<file path="src/rtl/nv_clk_gate_ctrl_if.sv">
// Requester handshake bundle for the clock-gate controller: level req, registered ack.
interface nv_clk_gate_ctrl_if #(
    parameter int NUM_REQ = 4
);
    logic [NUM_REQ-1:0] req;
    logic [NUM_REQ-1:0] ack;

    modport master (output req, input ack);
    modport slave  (input req, output ack);
endinterface

</file>
<file path="src/rtl/nv_clk_gate_ctrl.sv">
// Idle-driven clk_en controller for one clock-gating cell, with idle hysteresis,
// wake settle latency, 4-phase requester acks and a saturating gate-event counter.
module nv_clk_gate_ctrl #(
    parameter int NUM_REQ  = 4,
    parameter int HYST_W   = 8,
    parameter int WAKE_LAT = 2,
    parameter int CNT_W    = 16
) (
    input  logic              clk,
    input  logic              reset,
    nv_clk_gate_ctrl_if.slave bus,
    input  logic              cfg_gate_en,
    input  logic              cfg_force_on,
    input  logic [HYST_W-1:0] cfg_idle_hyst,
    output logic              clk_en,
    output logic              gated,
    output logic [CNT_W-1:0]  gate_cnt,
    input  logic              gate_cnt_clr
);

    // One down-counter serves both HYST and WAKE, so it must fit the wider of the two loads.
    localparam int WL_W = ($clog2(WAKE_LAT) > 0) ? $clog2(WAKE_LAT) : 1;
    localparam int CW   = (HYST_W > WL_W) ? HYST_W : WL_W;
    localparam logic [CW-1:0] WAKE_LOAD = CW'(WAKE_LAT - 1);

    typedef enum logic [1:0] {
        ON   = 2'd0,
        HYST = 2'd1,
        OFF  = 2'd2,
        WAKE = 2'd3
    } state_t;

    state_t             state, state_nxt;
    logic [CW-1:0]      cnt, cnt_nxt;
    logic               idle, wake;
    logic [NUM_REQ-1:0] ack_nxt;
    logic               gate_inc;

    assign idle = ~|bus.req & cfg_gate_en & ~cfg_force_on;
    assign wake = ~idle;

    always_ff @(posedge clk or posedge reset) begin
        if (reset) begin
            state    <= ON;
            cnt      <= '0;
            bus.ack  <= '0;
            gate_cnt <= '0;
        end else begin
            state   <= state_nxt;
            cnt     <= cnt_nxt;
            bus.ack <= ack_nxt;
            if (gate_cnt_clr)
                gate_cnt <= '0;
            else if (gate_inc && (gate_cnt != '1))
                gate_cnt <= gate_cnt + CNT_W'(1);
        end
    end

    always_comb begin
        state_nxt = state;
        cnt_nxt   = cnt;
        case (state)
            ON: begin
                if (idle) begin
                    if (cfg_idle_hyst == '0) begin
                        state_nxt = OFF;
                    end else begin
                        state_nxt = HYST;
                        cnt_nxt   = CW'(cfg_idle_hyst - HYST_W'(1));
                    end
                end
            end
            HYST: begin
                if (wake)
                    state_nxt = ON;
                else if (cnt == '0)
                    state_nxt = OFF;
                else
                    cnt_nxt = cnt - CW'(1);
            end
            OFF: begin
                if (wake) begin
                    state_nxt = WAKE;
                    cnt_nxt   = WAKE_LOAD;
                end
            end
            WAKE: begin
                // Settle always runs to completion, even if every request drops meanwhile.
                if (cnt == '0)
                    state_nxt = ON;
                else
                    cnt_nxt = cnt - CW'(1);
            end
            default: state_nxt = ON;
        endcase
    end

    always_comb begin
        clk_en   = (state != OFF);
        gated    = (state == OFF);
        ack_nxt  = bus.req & {NUM_REQ{(state == ON) || (state == HYST)}};
        gate_inc = (state_nxt == OFF) && (state != OFF);
    end

endmodule

</file>
<file path="src/flat_wrapper.sv">
// flat-port wrapper written by rule: the top's interface ports become plain ports
module nv_clk_gate_ctrl_flat 
#(
    parameter int NUM_REQ  = 4,
    parameter int HYST_W   = 8,
    parameter int WAKE_LAT = 2,
    parameter int CNT_W    = 16
)
  (clk, reset, cfg_gate_en, cfg_force_on, cfg_idle_hyst, clk_en, gated, gate_cnt, gate_cnt_clr, bus_req, bus_ack);
  nv_clk_gate_ctrl_if #(.NUM_REQ(NUM_REQ)) bus_i ();
  input  logic clk;
  input  logic reset;
  input  logic cfg_gate_en;
  input  logic cfg_force_on;
  input  logic [HYST_W-1:0] cfg_idle_hyst;
  output logic clk_en;
  output logic gated;
  output logic [CNT_W-1:0] gate_cnt;
  input  logic gate_cnt_clr;
  input wire logic [$bits(bus_i.req)-1:0] bus_req;
  output wire logic [$bits(bus_i.ack)-1:0] bus_ack;
  assign bus_i.req = bus_req;
  assign bus_ack = bus_i.ack;
  nv_clk_gate_ctrl #(.NUM_REQ(NUM_REQ), .HYST_W(HYST_W), .WAKE_LAT(WAKE_LAT), .CNT_W(CNT_W)) u_core (.clk(clk), .reset(reset), .bus(bus_i), .cfg_gate_en(cfg_gate_en), .cfg_force_on(cfg_force_on), .cfg_idle_hyst(cfg_idle_hyst), .clk_en(clk_en), .gated(gated), .gate_cnt(gate_cnt), .gate_cnt_clr(gate_cnt_clr));
endmodule
</file>
<file path="config.mk">
export PLATFORM = sky130hd
export DESIGN_NAME = nv_clk_gate_ctrl_flat
export DESIGN_NICKNAME = d
export VERILOG_FILES = /design/src/rtl/nv_clk_gate_ctrl_if.sv /design/src/rtl/nv_clk_gate_ctrl.sv /design/src/flat_wrapper.sv
export SDC_FILE = /design/constraint.sdc
export NUM_CORES = 1
export LEC_CHECK = 0
export BUFFER_PORTS_ARGS = -buffer_cell sky130_fd_sc_hd__clkbuf_2
export CORE_ASPECT_RATIO = 2
export CORE_MARGIN = 2
export CORE_UTILIZATION = 25
export DETAILED_ROUTE_END_ITERATION = 6
export SLEW_MARGIN = 20
export SYNTH_ARGS = -nofsm -noshare
export SYNTH_HDL_FRONTEND = slang
export SYNTH_SLANG_ARGS = --single-unit
export TNS_END_PERCENT = 1
</file>
<file path="constraint.sdc">
create_clock -name clk -period 5.8 [get_ports clk]
set_input_delay 0.58 -clock clk [delete_from_list [all_inputs] [get_ports clk]]
set_output_delay 0.58 -clock clk [all_outputs]
set_load 0.01 [all_outputs]
</file>
After elaboration in Yosys (flattened, before gate mapping)

Cells that the tools add are included.
Widths: inputs -> output; s select.

Flip-flop bits (word level): 30

Eq/ne operators: 10
Bitwise logic cells: 4
Reduce and logical (&&, ||, !) cells: 10
Add/sub/neg operators: 3
Muxes and demuxes: 15

Operators with widths:

| cell                  | number |
|---|---|
| $mux 8                | 5 |
| $mux 16               | 2 |
| $pmux 8 s4            | 1 |
| $add 16x1->16 const B | 1 |
| $logic_not 8->1       | 2 |
| $ne 16x16->1 const B  | 1 |
| $sub 8x1->8 const B   | 2 |
| $mux 2                | 6 |
| $pmux 2 s4            | 1 |
| $eq 2x2->1 const B    | 3 |
| $ne 2x2->1 const B    | 3 |
| $and 4x4->4           | 1 |
| $ne 2x1->1 const B    | 2 |
| $reduce_and 4->1      | 1 |
| $reduce_or 4->1       | 1 |
| $and 1x1->1           | 2 |
| $eq 2x1->1 const B    | 1 |
| $logic_and 1x1->1     | 2 |
| $logic_not 2->1       | 1 |
| $reduce_bool 2->1     | 1 |
| $logic_not 1->1       | 1 |
| $logic_or 1x1->1      | 1 |
| $not 1->1             | 1 |

Longest topological paths before layout

Gate-level depths: netlist of run 1.

Depth after elaboration: 11
Mapped depth: 8
Mapped depth without buffers: 6

Worst setup path after synthesis of run 1

OpenSTA, ideal clock, no wires.

Path kind: input -> register
Start point: in cfg_force_on
End point: reg u_core.gate_cnt[9]
Setup time: 0.125 ns
Slack: 3.460 ns
Arrival time: 2.216 ns
Buffers on the path: 1
Cell stages on the path: 6
Data required time: 5.675 ns
Path through: or4_4 nor3_4 o211ai_2 buf_6 nor4_1 mux2_2

Cells in the longest elaborated chain, start to end: 8

Ends and longest elaborated chain:

| element                          | line                                                                   | source |
|---|---|---|
| start, declared                  | flat_wrapper.sv:14                                                     | `input logic cfg_force_on;` |
| $not 1->1 (*)                    | nv_clk_gate_ctrl.sv:39                                                 | `assign idle = ~\|bus.req & cfg_gate_en & ~cfg_force_on;` |
| $and 1x1->1 (*)                  | nv_clk_gate_ctrl.sv:39                                                 |  |
| $mux 2, on equally long branches | nv_clk_gate_ctrl.sv:82, nv_clk_gate_ctrl.sv:64, nv_clk_gate_ctrl.sv:74 |  |
| $pmux 2 s4 (*)                   | nv_clk_gate_ctrl.sv:62                                                 | `case (state)` |
| $eq 2x2->1 (*)                   | nv_clk_gate_ctrl.sv:102                                                | `gate_inc = (state_nxt == OFF) && (state != OFF);` |
| $logic_and 1x1->1 (*)            | nv_clk_gate_ctrl.sv:102                                                |  |
| $logic_and 1x1->1 (*)            | nv_clk_gate_ctrl.sv:54                                                 | `else if (gate_inc && (gate_cnt != '1))` |
| $reduce_bool 2->1 (no line) (*)  | --                                                                     |  |
| end signal, assigned             | nv_clk_gate_ctrl.sv:55                                                 | `gate_cnt <= gate_cnt + CNT_W'(1);` |
| end, declared                    | nv_clk_gate_ctrl.sv:17                                                 | `output logic [CNT_W-1:0] gate_cnt,` |

Mark *: on every way between the ends. The rest lies on a longest branch, timed or not.
A chain may end at the register's enable or synchronous reset.

Worst setup path after layout of run 1

Start point: reg u_core.state[0]
End point: reg u_core.gate_cnt[9]

Cells in the longest elaborated chain, start to end: 7

Ends and longest elaborated chain:

| element                         | line                    | source |
|---|---|---|
| start, declared                 | nv_clk_gate_ctrl.sv:33  | `state_t state, state_nxt;` |
| start signal, assigned          | nv_clk_gate_ctrl.sv:49  | `state <= state_nxt;` |
| $mux 2                          | nv_clk_gate_ctrl.sv:76  | `else if (cnt == '0)` |
| $mux 2                          | nv_clk_gate_ctrl.sv:74  | `if (wake)` |
| $pmux 2 s4                      | nv_clk_gate_ctrl.sv:62  |  |
| $eq 2x2->1                      | nv_clk_gate_ctrl.sv:102 |  |
| $logic_and 1x1->1 (*)           | nv_clk_gate_ctrl.sv:102 |  |
| $logic_and 1x1->1 (*)           | nv_clk_gate_ctrl.sv:54  |  |
| $reduce_bool 2->1 (no line) (*) | --                      |  |

Marks and branches as above.

==> reports/metrics.yaml, run 1 <==
global_routing:
  track_usage: 0.117
  antenna_found_initial: 0
  grt_pass1_vias: 1612
  overflow: 0
  grt_pass1_wl_um: 7530
  grt_max_degree: 31
logic_synthesis:
  synth-seq-area-share: 0.413
  ys_warn_count: 0
  ys_seq_elements: 30
  synthCells: 197
  synth.distinct_cells: 47
  synth.area.top_cells: "dfrtp_1 (41%), a21oi_1 (4.4%), mux2i_1 (3.3%), nor2_1 (3.3%), mux2_2 (3.1%)"
  async_flop_share: 1.00
  synth.top_cell.area_share: 0.413
  syn_avg_cell_area_um2: 9.23
  synth_nets: 216
  yosys_most_used_dff: "dfrtp_1"
  synth_edf_count: 0
  synth_area_um2: 1820
  yosysTopAreaCell: "dfrtp_1"
routing:
  dr.pass1.iters: 4
  vias: 1628
  drtIter0Drc: 39
  wl_met3_um: 228
  wl_um: 4390
  wl_met2_um: 2120
  ant_nets: 0
  drt-met1-wl_um: 1990
  wl_per_cell_um: 13.5
  drc: 0
  top_layer: "met4"
  vias_per_cell: 4.99
layout:
  antennaDiodeCount: 0
  final_cells: 326
  final_common_cell: "clkbuf_2"
  area_delta_synth_final_pct: 23.4
  final_nets: 252
  drive_gt1_frac: 0.239
  fillCellCount: 775
  layout_common_cells: "clkbuf_2 (38), dfrtp_1 (30), nor2_1 (16), a21oi_1 (16), nand3_1 (11)"
placement:
  numPortBuffers: 38
  dp_hpwl_um: 3190
  dp_cells: 318
  routabilityCongestion: 0.832
critical_path:
  crit_slowest_cell: "dfrtp_1"
  end_kind: "flop"
  required_ps: 5960
  crit_type: "flop to flop"
  path_max_fanout: 26
  cpPeakStageDelay_ps: 850
  worstPathCellList: "inv_1 > and3_1 > o211ai_2 > nor4_1 > mux2_2"
  startpoint_type: "flop"
  arrival_ps: 2740
pwr:
  p_leak_nw: 0.922
  ir_drop_v: 0.000141
  power.density_nw_per_um2: 281
  power.total_uw: 629
timing:
  min_period_ps: 2580
  finalHoldViolations: 0
  timing.slew.headroom: 0.435
  finalSetupViolCount: 0
  max_freq_mhz: 388
  grt_setup_unrepaired: "false"
  fin_skew_ps: 6.26
  worstMarginPinSlew_ps: 845
  hold_slack_ps: 354
  slew_viol_final: 0
  fin_tns_setup_ps: 0
  post-route-period-util: 0.444
job:
  maxCapViolCount: 0
clock_tree:
  postCtsSetupBuffers: 0
  cts_sinks: 30
  postCtsHoldBufs: 0
  clock_path_buffers: 2
  htreeDepth: 2
  cts.repair.resized: 0
  clk_pin_slew_ps: 50
  root_buffer: "clkbuf_16"
  cts_tree: "done"
  clock_latency_ps: 280
  cts_buffers: 5
die:
  dieWidth_um: 64.3
  rows: 44
  ios: 39
  die_area_um2: 8010
  core_area_um2: 7160
  fp.dieH_um: 125
  initial_core_util: 0.254
hold_path:
  hold_class: "input pin to async pin"
outcome:
  status: "finished clean"
-- cell usage after synthesis, drive strengths merged, types with 4 or more instances --
| master | n |
|---|---|
| xnor2 | 4 |
| nor4 | 7 |
| mux2i | 6 |
| clkbuf | 6 |
| nor3 | 10 |
| dfrtp | 30 |
| mux2 | 5 |
| nand2 | 10 |
| o31ai | 7 |
| nor2 | 16 |
| nor2b | 9 |
| nand3 | 11 |
| buf | 4 |
| or4 | 8 |
| a21oi | 16 |
| nand4 | 4 |
| inv | 5 |
-- flip-flops by register name, indices dropped and copies added, names as in the netlist --
signal,count
u_core.cnt,8
u_core.state,2
u_core.gate_cnt,16
u_core.bus.ack,4
-- report_power, final --
group	total (mW)	internal [mW]	switching, mW
logic	0.0713	0.0310	0.0403
clock network	0.291	0.203	0.0885
registers	0.267	0.234	0.0329
total	0.629	0.468	0.162
-- critical path, delay by kind of cell (launching register included) --
| family | cells | cell delay, ps |
|---|---|---|
| AOI/OAI and AO/OA | 1 | 670 |
| buffers and inverters | 1 | 250 |
| DFF | 1 | 850 |
| muxes | 1 | 300 |
| and+or+nand+nor | 2 | 380 |
-- per-stage QoR --
step	cell area [µm²]	setup slack [ps]	utilization
floorplan	1820	3460	-
global placement	2080	3140	0.291
detailed placement	2080	3060	0.291
CTS	2240	3220	0.313
global route	2240	2990	0.313
finish	2240	3220	0.313
-- cell families after synthesis --
group	Yosys count	synth area share
simple gates	94	0.296
compound gates	38	0.142
mux	11	0.0640
fa+ha+maj	2	0.0138
xor+xnor	7	0.0337
flops	30	0.413
buf+inv	15	0.0378
-- final cells by class --
cell class / count / area (µm²) / share of cell area
inverter: 5 / 18.8 / 0.00837
multi-input combinational: 152 / 998 / 0.445
tap: 92 / 115 / 0.0513
clock inverter: 1 / 30.0 / 0.0134
timing repair buffer: 39 / 198 / 0.0881
sequential: 30 / 751 / 0.335
clock buffer: 7 / 133 / 0.0591
-- routing by layer --
| metal | vias to the layer above | global-route usage |
|---|---|---|
| li1 | 805 | - |
| met1 | 778 | 0.143 |
| met2 | 39 | 0.196 |
| met3 | 6 | 0.0298 |
| met4 | 0 | 0.0375 |
| met5 | - | 0 |
-- worst paths after layout --
kind	from	to	slack (ps)	cells past startpoint
worst max register to register	u_core.state[0]	u_core.gate_cnt[9]	3220	5
max in group asynchronous	reset	u_core.bus.ack[0]	5160	3
worst max-delay path	u_core.state[0]	u_core.gate_cnt[9]	3220	5
worst min register to register	u_core.cnt[7]	u_core.cnt[7]	500	1
worst min-delay path	reset	u_core.gate_cnt[6]	350	3
min in group clk	u_core.cnt[7]	u_core.cnt[7]	500	1
(Power assumes the default switching activity.)
==> run 2: changes to the inputs <==
==> constraint.sdc (replaced) <==
create_clock -name clk -period 2.43 [get_ports clk]
set_input_delay 0.243 -clock clk [delete_from_list [all_inputs] [get_ports clk]]
set_output_delay 0.243 -clock clk [all_outputs]
set_load 0.01 [all_outputs]
==> run 2 against run 1 <==
Against the previous run:
- first-iteration DRC count grew to 2.9 times the previous value
- combinational power increased by 150%
- cell area rose by 2.2%
- worst setup slack got worse by 3000 ps
- clock power increased by 130%
- largest cell class unchanged
- routed wire length shrank 0.66%
- global-route usage down 0.069 points
- sequential share of layout area decreased by 0.71 points
- largest power group unchanged
- flip-flop and latch count unchanged
- die area unchanged
- non-clock buffer count up 6
==> reports/metrics.yaml, run 2 (synthesis gave the netlist of run 1 again) <==
outcome:
  status: "finished clean"  # unchanged
placement:
  dp_hpwl_um: 3190  # about the same
  numPortBuffers: 38  # unchanged
  routabilityCongestion: 0.805  # was 0.832
die:
  dieWidth_um: 64.3  # unchanged
  core_area_um2: 7160  # unchanged
  ios: 39  # unchanged
  initial_core_util: 0.254  # unchanged
  fp.dieH_um: 125  # unchanged
  die_area_um2: 8010  # unchanged
  rows: 44  # unchanged
timing:
  max_freq_mhz: 450  # was 388 MHz
  finalSetupViolCount: 0  # unchanged
  hold_slack_ps: 17.1  # was 354 ps
  min_period_ps: 2220  # was 2580 ps
  slew_viol_final: 0  # unchanged
  worstMarginPinSlew_ps: 436  # was 845 ps
  timing.slew.headroom: 0.706  # was 0.435
  grt_setup_unrepaired: "false"  # unchanged
  post-route-period-util: 0.914  # was 0.444
  fin_skew_ps: 7.89  # was 6.26 ps
  fin_tns_setup_ps: 0  # unchanged
  finalHoldViolations: 0  # unchanged
critical_path:
  r2r_start: "u_core.cnt[0]"  # was u_core.state[0]
  reg2reg_to: "u_core.gate_cnt[5]"  # was u_core.gate_cnt[9]
  crit_type: "flop to flop"  # unchanged
  required_ps: 2630  # was 5960 ps
  rrSetupSlack_ps: 210  # was 3220 ps
  end_kind: "flop"  # unchanged
  arrival_ps: 2420  # was 2740 ps
  startpoint: "u_core.cnt[0]"  # was u_core.state[0]
  r2r_cells: 6  # was 5
  crit_path_end: "u_core.gate_cnt[5]"  # was u_core.gate_cnt[9]
  startpoint_type: "flop"  # unchanged
  path_max_fanout: 9  # was 26
routing:
  vias_per_cell: 5.02  # was 4.99
  wl_um: 4360  # was 4390 µm
  ant_nets: 0  # unchanged
  vias: 1667  # was 1,628
  dr.pass1.iters: 4  # unchanged
  wl_per_cell_um: 13.1  # was 13.5 µm
  drc: 0  # unchanged
  drtIter0Drc: 114  # was 39
global_routing:
  grt_max_degree: 31  # unchanged
  overflow: 0  # unchanged
  grt_use_met3: 0.0352  # was 0.0298
  grt_pass1_wl_um: 7470  # was 7530 µm
  top_usage_layer: "met2"  # unchanged
  track_usage: 0.116  # was 0.117
  grt_pass1_vias: 1590  # was 1,612
  use_met2: 0.174  # was 0.196
  use_met1: 0.154  # was 0.143
  antenna_found_initial: 0  # unchanged
pwr:
  power.density_nw_per_um2: 650  # was 281 nW/µm²
  ir_drop_v: 0.000475  # was 0.000141 V
  p_leak_nw: 0.956  # was 0.922 nW
layout:
  fillCellCount: 783  # was 775
  drive_gt1_frac: 0.267  # was 0.239
  final_common_cell: "clkbuf_2"  # unchanged
  antennaDiodeCount: 0  # unchanged
  final_core_util: 0.320  # was 0.313
  regMostFlops: "u_core.gate_cnt"  # unchanged
  final_nets: 258  # was 252
  area_delta_synth_final_pct: 26.1  # was 23.4%
  layout_common_cells: "clkbuf_2 (38), dfrtp_1 (30), nor2_1 (16), a21oi_1 (16), nand3_1 (11)"  # unchanged
  largest_reg_flops: 16  # unchanged
  reg_top3: "u_core.gate_cnt: 16 flops, u_core.cnt: 8 flops, u_core.bus.ack: 4 flops"  # unchanged
clock_tree:
  htreeDepth: 2  # unchanged
  cts.repair.resized: 0  # unchanged
  cts_tree: "done"  # unchanged
  postCtsHoldBufs: 0  # unchanged
  postCtsSetupBuffers: 0  # unchanged
  clock_latency_ps: 280  # about the same
  clock_path_buffers: 2  # unchanged
  root_buffer: "clkbuf_16"  # unchanged
  clk_pin_slew_ps: 50  # about the same
  cts_buffers: 5  # unchanged
  cts_sinks: 30  # unchanged
job:
  maxCapViolCount: 0  # unchanged
hold_path:
  hold_class: "input pin to async pin"  # unchanged
-- run 2: changes by cell type in the layout (fill, tap and decap cells not counted) --
cell,delta
clkbuf_1,-2
buf_4,+6
clkbuf_8,+3
bufinv_16,-1
-- run 2: final cells by class --
class	count	area (µm²)	share of cell area
Inverter	5	18.8	0.00819
Clock buffer	8	166	0.0726
Sequential cell	30	751	0.328
Timing Repair Buffer	45	243	0.106
Multi-Input combinational cell	152	998	0.436
Tap cell	92	115	0.0502
-- run 2: worst max-delay path: stages, from the launching register on --
cell and delay, ps:
dfrtp_1 400, nor4_1 440, and4_1 290, o211ai_2 170
buf_4 210, or4_1 460, a21oi_1 160
-- run 2: metal layers --
metal | share of wire | vias to the layer above | wire [µm]
li1 | - | 815 | -
met1 | 0.46 | 786 | 2020
met2 | 0.45 | 59 | 1970
met3 | 0.065 | 7 | 282
met4 | 0.021 | 0 | 92
met5 | 0 | - | 0
-- run 2: worst min path at each step --
stage,end,slack [ps],cells past startpoint
2_1_floorplan,u_core.bus.ack[0],330,1
3_3_place_gp,u_core.cnt[5],320,3
3_5_place_dp,u_core.cnt[5],330,3
4_1_cts,u_core.gate_cnt[4],30,3
5_1_grt,u_core.gate_cnt[4],80,3
6_report,u_core.gate_cnt[1],20,3
-- run 2: stage by stage --
| step | setup WS, ps | std cells | cell area [µm²] | power, mW |
|---|---|---|---|---|
| 6_report | 208 | 332 | 2290 | 1.49 |
| 5_1_grt | 47.7 | 332 | 2290 | 1.57 |
| 3_5_place_dp | 202 | 324 | 2130 | 0.817 |
| 3_3_place_gp | 241 | 324 | 2130 | 0.808 |
| 2_1_floorplan | 267 | 197 | 1820 | 0.748 |
| 4_1_cts | 193 | 332 | 2290 | 1.50 |
-- run 2: report_power, final --
| part | switching (mW) | internal [mW] | leakage (nW) | total [mW] |
|---|---|---|---|---|
| Clock | 0.219 | 0.463 | 0.0832 | 0.682 |
| Combinational | 0.0994 | 0.0756 | 0.474 | 0.175 |
| Sequential | 0.0733 | 0.559 | 0.398 | 0.632 |
| Total | 0.392 | 1.10 | 0.956 | 1.49 |
